<file path="src/rtl/shift_issue_stage_if.sv">
// Decode-to-execute handshake bundle for the shift/rotate issue stage.
// master = upstream/execute side driver, slave = the issue stage itself.
interface shift_issue_stage_if #(
  parameter int DEST_W = 3
);
  logic              in_valid;
  logic              in_ready;
  logic [15:0]       in_data;
  logic [15:0]       in_cnt_reg;
  logic [3:0]        in_imm;
  logic              in_cnt_sel;
  logic [1:0]        in_op;
  logic [DEST_W-1:0] in_dest;
  logic              flush;
  logic              out_valid;
  logic              out_ready;
  logic [15:0]       out_In;
  logic [3:0]        out_Cnt;
  logic [1:0]        out_Op;
  logic [DEST_W-1:0] out_dest;
  logic [15:0]       out_count;

  modport master (
    output in_valid, in_data, in_cnt_reg, in_imm, in_cnt_sel, in_op, in_dest,
           flush, out_ready,
    input  in_ready, out_valid, out_In, out_Cnt, out_Op, out_dest, out_count
  );

  modport slave (
    input  in_valid, in_data, in_cnt_reg, in_imm, in_cnt_sel, in_op, in_dest,
           flush, out_ready,
    output in_ready, out_valid, out_In, out_Cnt, out_Op, out_dest, out_count
  );
endinterface

</file>
<file path="src/rtl/shift_issue_stage.sv">
// Two-entry skid buffer between decode and the shifter; in_ready is purely
// registered so out_ready never reaches the upstream handshake combinationally.
module shift_issue_stage #(
  parameter int DEST_W = 3
) (
  input  logic               clk,
  input  logic               rst,
  shift_issue_stage_if.slave bus
);

  typedef struct packed {
    logic [15:0]       data;
    logic [3:0]        cnt;
    logic [1:0]        op;
    logic [DEST_W-1:0] dest;
  } op_t;

  op_t         main_q, main_d, skid_q, skid_d, in_pkt;
  logic        main_vld_q, main_vld_d, skid_vld_q, skid_vld_d;
  logic [15:0] count_q, count_d;
  logic        in_xfer, out_xfer;
  logic [11:0] unused_cnt_hi;

  assign unused_cnt_hi = bus.in_cnt_reg[15:4];

  // Count source is resolved once, at acceptance.
  always_comb begin
    in_pkt.data = bus.in_data;
    in_pkt.cnt  = bus.in_cnt_sel ? bus.in_imm : bus.in_cnt_reg[3:0];
    in_pkt.op   = bus.in_op;
    in_pkt.dest = bus.in_dest;
  end

  assign in_xfer  = bus.in_valid & ~skid_vld_q;
  assign out_xfer = main_vld_q & bus.out_ready;

  always_comb begin
    main_d     = main_q;
    skid_d     = skid_q;
    main_vld_d = main_vld_q;
    skid_vld_d = skid_vld_q;
    count_d    = count_q + {15'd0, out_xfer};

    if (!main_vld_q || out_xfer) begin
      if (skid_vld_q) begin
        main_d     = skid_q;
        main_vld_d = 1'b1;
        skid_vld_d = in_xfer;
        if (in_xfer) skid_d = in_pkt;
      end else if (in_xfer) begin
        main_d     = in_pkt;
        main_vld_d = 1'b1;
      end else begin
        main_vld_d = 1'b0;
      end
    end else if (in_xfer) begin
      skid_d     = in_pkt;
      skid_vld_d = 1'b1;
    end

    // Flush drops held and incoming work but an output taken this cycle still counts.
    if (bus.flush) begin
      main_vld_d = 1'b0;
      skid_vld_d = 1'b0;
    end
  end

  always_ff @(posedge clk) begin
    if (rst) begin
      main_q     <= '0;
      skid_q     <= '0;
      main_vld_q <= 1'b0;
      skid_vld_q <= 1'b0;
      count_q    <= '0;
    end else begin
      main_q     <= main_d;
      skid_q     <= skid_d;
      main_vld_q <= main_vld_d;
      skid_vld_q <= skid_vld_d;
      count_q    <= count_d;
    end
  end

  assign bus.in_ready  = ~skid_vld_q;
  assign bus.out_valid = main_vld_q;
  assign bus.out_In    = main_q.data;
  assign bus.out_Cnt   = main_q.cnt;
  assign bus.out_Op    = main_q.op;
  assign bus.out_dest  = main_q.dest;
  assign bus.out_count = count_q;

endmodule

</file>
<file path="src/flat_wrapper.sv">
// flat-port wrapper written by rule: the top's interface ports become plain ports
module shift_issue_stage_flat 
#(
  parameter int DEST_W = 3
)
  (clk, rst, bus_in_valid, bus_in_data, bus_in_cnt_reg, bus_in_imm, bus_in_cnt_sel, bus_in_op, bus_in_dest, bus_flush, bus_out_ready, bus_in_ready, bus_out_valid, bus_out_In, bus_out_Cnt, bus_out_Op, bus_out_dest, bus_out_count);
  shift_issue_stage_if #(.DEST_W(DEST_W)) bus_i ();
  input  logic clk;
  input  logic rst;
  input wire logic [$bits(bus_i.in_valid)-1:0] bus_in_valid;
  input wire logic [$bits(bus_i.in_data)-1:0] bus_in_data;
  input wire logic [$bits(bus_i.in_cnt_reg)-1:0] bus_in_cnt_reg;
  input wire logic [$bits(bus_i.in_imm)-1:0] bus_in_imm;
  input wire logic [$bits(bus_i.in_cnt_sel)-1:0] bus_in_cnt_sel;
  input wire logic [$bits(bus_i.in_op)-1:0] bus_in_op;
  input wire logic [$bits(bus_i.in_dest)-1:0] bus_in_dest;
  input wire logic [$bits(bus_i.flush)-1:0] bus_flush;
  input wire logic [$bits(bus_i.out_ready)-1:0] bus_out_ready;
  output wire logic [$bits(bus_i.in_ready)-1:0] bus_in_ready;
  output wire logic [$bits(bus_i.out_valid)-1:0] bus_out_valid;
  output wire logic [$bits(bus_i.out_In)-1:0] bus_out_In;
  output wire logic [$bits(bus_i.out_Cnt)-1:0] bus_out_Cnt;
  output wire logic [$bits(bus_i.out_Op)-1:0] bus_out_Op;
  output wire logic [$bits(bus_i.out_dest)-1:0] bus_out_dest;
  output wire logic [$bits(bus_i.out_count)-1:0] bus_out_count;
  assign bus_i.in_valid = bus_in_valid;
  assign bus_i.in_data = bus_in_data;
  assign bus_i.in_cnt_reg = bus_in_cnt_reg;
  assign bus_i.in_imm = bus_in_imm;
  assign bus_i.in_cnt_sel = bus_in_cnt_sel;
  assign bus_i.in_op = bus_in_op;
  assign bus_i.in_dest = bus_in_dest;
  assign bus_i.flush = bus_flush;
  assign bus_i.out_ready = bus_out_ready;
  assign bus_in_ready = bus_i.in_ready;
  assign bus_out_valid = bus_i.out_valid;
  assign bus_out_In = bus_i.out_In;
  assign bus_out_Cnt = bus_i.out_Cnt;
  assign bus_out_Op = bus_i.out_Op;
  assign bus_out_dest = bus_i.out_dest;
  assign bus_out_count = bus_i.out_count;
  shift_issue_stage #(.DEST_W(DEST_W)) u_core (.clk(clk), .rst(rst), .bus(bus_i));
endmodule
</file>
<file path="config.mk">
export PLATFORM = sky130hd
export DESIGN_NAME = shift_issue_stage_flat
export DESIGN_NICKNAME = d
export VERILOG_FILES = /design/src/rtl/shift_issue_stage_if.sv /design/src/rtl/shift_issue_stage.sv /design/src/flat_wrapper.sv
export SDC_FILE = /design/constraint.sdc
export NUM_CORES = 1
export LEC_CHECK = 0
export CAP_MARGIN = 30
export CELL_PAD_IN_SITES_DETAIL_PLACEMENT = 0
export CELL_PAD_IN_SITES_GLOBAL_PLACEMENT = 1
export CORE_ASPECT_RATIO = 1.1
export CORE_MARGIN = 2
export CORE_UTILIZATION = 31
export CTS_CLUSTER_DIAMETER = 120
export CTS_CLUSTER_SIZE = 28
export DETAILED_ROUTE_END_ITERATION = 8
export GPL_ROUTABILITY_DRIVEN = 1
export PLACE_DENSITY = 0.74
export SLEW_MARGIN = 40
export SYNTH_ARGS = -nofsm -noshare
export SYNTH_HDL_FRONTEND = slang
export SYNTH_SLANG_ARGS = --single-unit
</file>
<file path="constraint.sdc">
create_clock -name clk -period 1.9 [get_ports clk]
set_clock_uncertainty 0.1 [all_clocks]
set_input_delay 0.19 -clock clk [delete_from_list [all_inputs] [get_ports clk]]
set_output_delay 0.19 -clock clk [all_outputs]
set_load 0.02 [all_outputs]
</file>
==> results.md, run 1 <==
- Status: finished clean
- RSZ-0062 raised after global routing: false
- Psw: 0.798 mW
- M2 GR Usage: 23.7%
- GRT Util Overall: 14.4%
- Worst Max-Slew Pin Slew: 0.432 ns
- CP Launch Type: input pin
- Crit path buf inv count: 2
- Switching part of the total: 24.4%
- Placed Instance Area: 0.00401 mm2
- Vias in the first global route: 2443
- Worst EP required: 2.07 ns
- Antenna cell count: 0
- Largest net degree at the start of global routing: 39
- Critical-path cell list: clkdlybuf4s50_1 > and2_1 > ha_2 > ha_4 > nand4_4 > buf_4 > or3_1 > a21oi_1
- CTS Buf Count: 9
- Synth Warn #: 0
- CP max stage cell: clkdlybuf4s50_1
- Leak: 1.47 nW
- Worst slack on hold paths: 0.172 ns
- Setup crit start: bus_out_ready
- Sum Neg Setup Slack: 0 ns
- CTS Root Cell: clkbuf_8
- Core ar.: 0.00935 mm2
- CP peak stage delay: 0.49 ns
- Drt drc: 0
- Area grow syn2layout: 42.4%
- Nets@finish: 456
- DIE HEIGHT: 107 um
- Post-synthesis mux area share: 11.4%
- Ys async rst share: 0%
- # IOs: 90
- Final hold vios: 0
- DR iter-0 viols: 61
- GRT Residual Overflow: 0
- CTS clk-pin slew, worst paths: 0.08 ns
- Clock buffer depth: 2
- Logic pwr share: 13.0%
- DR vias: 2613
- Die Footprint: 0.0104 mm2
- Reg2reg start: u_core.bus.out_valid
- Clk_lat worst skew: 0.34 ns
- Final WL: 7560 um
- Worst EP arrival: 1.98 ns
- Adder-Cell Fraction of Synth Area: 1.26%
- Routing usage on met3: 4.30%
- Antenna violations before repair: 0
- GR peak layer: met2
- Syn_nets: 373
- Total power after layout: 3.27 mW
- Critical path type: input pin to flop
- Post-detailed-route count of antenna-violating nets: 0
- Sequential fraction of design power: 46.0%
- Largest family of logic cells by synthesized area: compound AO/OA/AOI/OAI gates
- Clock sinks: 68
- Met1 Resource Use GR: 18.1%
- Crit end category: flop
- Final setup viols: 0
- PortBufs: 77
- Seq/Total Area, Yosys: 45.7%
- Maximum clock frequency: 552 MHz
- Hold_buf cts: 0
- Max transition margin: 71.2%
- Routability cong.: 0.743
- CP max FO: 6
- Routed len/inst: 14.3 um
- Hold_sp: rst
- Pwr/cell area: 769 mW/mm2
- Avg Cell Area, Syn: 9.23 um2
- Tmin final: 1.81 ns
- Main synth FF type: dfxtp_1
- Chip width: 97.5 um
- Layout cells sized above 1: 17.0%
- First-pass GRT wire length: 12000 um
- DP HPWL: 5020 um
- H-tree Lvls: 3
- Post-synth EDFFs: 0
- Post-Syn Instances: 323
- Simple-gate share of the synthesized area: 16.7%
- HP Class: input pin to flop
- Final instance area: 0.00425 mm2
- First-pass DRT Iterations: 4
- Max_cap viols: 0
- Filler Cell Count: 936
- Flops & latches, synth: 68
- Max Slew Vio Count: 0
- Site Rows: 37
- Synth Cell Area: 0.00298 mm2
- Avg Vias per Cell: 4.95
- P_int: 2.47 mW
- Synth Area in Compound Gates: 18.9%
- Final core occ: 45.4%
- Final period util: 95.3%
- Synth unique cells: 36
- CP top delay family: buffers and inverters
- Initial Util: 31.9%
- Post-Synth XOR/XNOR Area: 0.881%
- CTS tree: built
- Clock network power share: 40.9%
- Maximum vdd drop: 0.000438 V
==> metal layers <==
metal,wire length (um),share of wire [%]
met3,428,5.7
met1,3620,48
met2,3430,45
met5,0,0
met4,78,1.0
==> worst reg2reg max path: stages (launching register included) <==
cell     delay (ns)
dfxtp_4        0.34
and2_1         0.14
ha_2           0.20
ha_4           0.14
nand4_4        0.13
buf_4          0.18
or3_1          0.35
a21oi_1        0.14
==> state kept, by name (all words and copies together) (netlist names) <==
signal                count
u_core.bus.out_Cnt        4
u_core.bus.out_In        16
u_core.bus.out_Op         2
u_core.bus.out_count     16
u_core.bus.out_dest       3
u_core.bus.out_valid      1
u_core.skid_q            25
u_core.skid_vld_q         1
==> worst paths after layout <==
check	slack (ns)	endpoint	cells after the start
hold / removal	0.17	u_core.bus.out_count[4]	2
setup / recovery	0.09	u_core.bus.out_count[8]	8
setup reg to reg	0.11	u_core.bus.out_count[8]	7
hold reg to reg	0.36	u_core.skid_q[1]	2
==> Yosys cell counts (2+ instances only) <==
master    count  share of area (%)
buf_6         4                1.5
buf_2         7                1.2
ha_1          3                1.3
a211oi_1      6                1.5
a21oi_1      48                8.1
o21ai_0       3               0.50
nand2_1      48                6.0
nand3_1       6                1.0
nand4_2       2               0.84
mux2i_1      25                8.4
inv_1         5               0.63
o31ai_1       3               0.76
clkbuf_1     14                1.8
mux2_2        7                2.6
nor4_1        6                1.3
or3_1         3               0.63
nand4_1       3               0.63
xor2_1        2               0.59
nor2_1       17                2.1
or4_1         3               0.76
nor2b_1       5                1.0
nor3_1        4               0.67
dfxtp_1      68                 46
a211oi_2     16                6.7
o22ai_1       4               0.84
==> placed cells by master, fill, tap and decap left out, types with 7 or more instances in the layout <==
cell	count
a211oi_2	16
a21oi_1	48
buf_4	16
clkbuf_8	10
clkdlybuf4s50_1	75
dfxtp_1	66
mux2_2	7
mux2i_1	25
nand2_1	48
nor2_1	17
==> power by group through the flow <==
| stage | logic (mW) | clock network, mW | registers, mW |
|---|---|---|---|
| after global routing | 0.457 | 1.45 | 1.51 |
| after global placement | 0.426 | 0 | 1.54 |
| after floorplan | 0.164 | 0 | 1.58 |
| after CTS | 0.431 | 1.38 | 1.50 |
| after detailed placement | 0.429 | 0 | 1.54 |
| final | 0.426 | 1.34 | 1.50 |
==> metrics by stage <==
| stage | setup WS, ns | std cells |
|---|---|---|
| after floorplan | 0.00645 | 323 |
| after global placement | -0.286 | 512 |
| after detailed placement | -0.304 | 512 |
| after CTS | 0.0207 | 528 |
| after global routing | 0.000622 | 528 |
| final | 0.0896 | 528 |
==> final cells by class <==
cell class | instances | area (um2) | area share (%)
Tap cell | 117 | 146 | 3.45
Clock inverter | 6 | 87.6 | 2.06
Sequential cell | 68 | 1370 | 32.2
Multi-Input combinational cell | 224 | 1520 | 35.7
Clock buffer | 10 | 138 | 3.24
Timing Repair Buffer | 97 | 968 | 22.8
Inverter | 6 | 22.5 | 0.531
==> repair_timing <==
| action | CTS | global route |
|---|---|---|
| setup endpoints to repair | 0 | 4 |
| buffers inserted | 0 | 0 |
| resized for setup | 0 | 2 |
==> logic make-up after synthesis <==
logic type	after synthesis
buffers and inverters	31
AOI/OAI and AO/OA	82
and+or+nand+nor	103
muxes	33
xor gates and xnor gates	3
DFF	68
adders and majority gates	3
Power figures use the tool's default switching activity.
==> run 2, diff against run 1 <==
Settings changed: CTS_CLUSTER_DIAMETER 120 to 200, PLACE_DENSITY 0.74 to 0.85.
==> run 2 against run 1 <==
Effect of this change:
- worst setup slack worse by 0.0033 ns
- critical path depth fell by 5
- clock power grew 3%
- clock-buffer cell count increased by 1
- sequential power about the same
- worst hold slack lost 0.029 ns
- combinational power about the same
- wire length increased by 0.64%
- critical path type is now flop to flop
- critical endpoint is now u_core.bus.out_count[15]
- largest power group unchanged
- highest routed layer unchanged
==> results.md, run 2 (same netlist as run 1, synthesis figures left out) <==
- Status: finished clean
- Largest net degree at the start of global routing: 39
- H-tree Lvls: 3
- Site Rows: 37
- GRT Residual Overflow: 0
- Area grow syn2layout: 42.7%
- Drt drc: 0
- Worst slack on hold paths: 0.143 ns
- Final hold vios: 0
- CTS tree: built
- Leak: 1.49 nW
- PortBufs: 77
- Post_cts resized: 0
- GRT Util Overall: 15.4%
- DR vias: 2640
- Initial Util: 31.9%
- First-pass GRT wire length: 13100 um
- Final instance area: 0.00425 mm2
- First-pass DRT Iterations: 4
- Nets@finish: 458
- Maximum clock frequency: 551 MHz
- # IOs: 90
- Clock buffer depth: 2
- P_int: 2.51 mW
- Antenna violations before repair: 0
- Worst EP required: 2.02 ns
- DIE HEIGHT: 107 um
- Pwr/cell area: 778 mW/mm2
- CP Launch Type: flop
- HP Class: input pin to flop
- Final period util: 95.5%
- Antenna cell count: 0
- Worst Max-Slew Pin Slew: 0.363 ns
- Max_cap viols: 0
- Worst EP arrival: 1.94 ns
- Logic pwr share: 12.9%
- Max transition margin: 75.6%
- Postcts setup bufs: 0
- CTS Buf Count: 9
- Final core occ: 45.5%
- CTS clk-pin slew, worst paths: 0.08 ns
- Final WL: 7610 um
- CP max FO: 7
- Placed Instance Area: 0.00400 mm2
- RSZ-0062 raised after global routing: false
- Chip width: 97.5 um
- Setup ws final: 0.0862 ns
- DR iter-0 viols: 82
- Post-detailed-route count of antenna-violating nets: 0
- Dpl ws: -0.329 ns
- Most frequent cells in the layout: clkdlybuf4s50_1 (76), dfxtp_1 (67), a21oi_1 (48), nand2_1 (48), mux2i_1 (25)
- Psw: 0.805 mW
- Routed len/inst: 14.4 um
- Core ar.: 0.00935 mm2
- Reg with most FFs: u_core.skid_q
- Switching part of the total: 24.3%
- Final setup viols: 0
- Commonest non-fill, non-tap cell in the layout: clkdlybuf4s50_1
- Clk_lat worst skew: 0.34 ns
- Die Footprint: 0.0104 mm2
- Maximum vdd drop: 0.000459 V
- Avg Vias per Cell: 4.98
- Max Slew Vio Count: 0
- Tmin final: 1.81 ns
- Clock network power share: 41.6%
- Vias in the first global route: 2689
- DP HPWL: 5340 um
- Sequential fraction of design power: 45.4%
- Clock sinks: 68
- Crit end category: flop
- CTS Root Cell: clkbuf_8
- Routability cong.: 0.750
- Hold_buf cts: 0
- Max FFs per register: 25
- Layout cells sized above 1: 17.2%
- Critical path type: flop to flop
run 2: power groups by stage:
stage | clock network, mW | registers (mW) | logic, mW
finish | 1.38 | 1.51 | 0.428
global route | 1.48 | 1.51 | 0.462
CTS | 1.42 | 1.50 | 0.429
detailed placement | 0 | 1.54 | 0.428
global placement | 0 | 1.54 | 0.420
floorplan | 0 | 1.58 | 0.164
run 2: final cells by class:
class	instances	area (um2)
Clock buffer	11	151
Tap cell	117	146
Multi-Input combinational cell	224	1530
Fill cell	899	5100
Sequential cell	68	1370
Inverter	6	22.5
Clock inverter	5	81.3
Timing Repair Buffer	99	956
run 2: final timing paths:
kind | from | endpoint | slack, ns | depth (start not counted)
max | u_core.bus.out_count[8] | u_core.bus.out_count[15] | 0.09 | 3
min | rst | u_core.bus.out_count[2] | 0.14 | 2
max reg2reg | u_core.bus.out_count[8] | u_core.bus.out_count[15] | 0.09 | 3
min reg2reg | u_core.skid_q[11] | u_core.skid_q[11] | 0.36 | 2
run 2: routing by layer:
metal,track usage (%),part of all wire (%),up-vias
met5,0,0,-
met4,5.06,0.79,0
met3,3.72,4.6,7
met2,25.8,48,74
met1,19.5,47,1248
li1,-,-,1311
run 2: metrics by stage:
| stage | setup TNS, ns | power (mW) | cells |
|---|---|---|---|
| detailed placement | -1.87 | 1.96 | 514 |
| global placement | -1.39 | 1.96 | 514 |
| global route | 0 | 3.45 | 530 |
| finish | 0 | 3.31 | 530 |
| floorplan | 0 | 1.75 | 323 |
| CTS | 0 | 3.35 | 530 |
run 2: worst max-delay path: stages, from the launching register on:
cell and delay, ns:
dfxtp_1 0.46, nand4_1 0.31, nor4_1 0.46, mux2_1 0.36
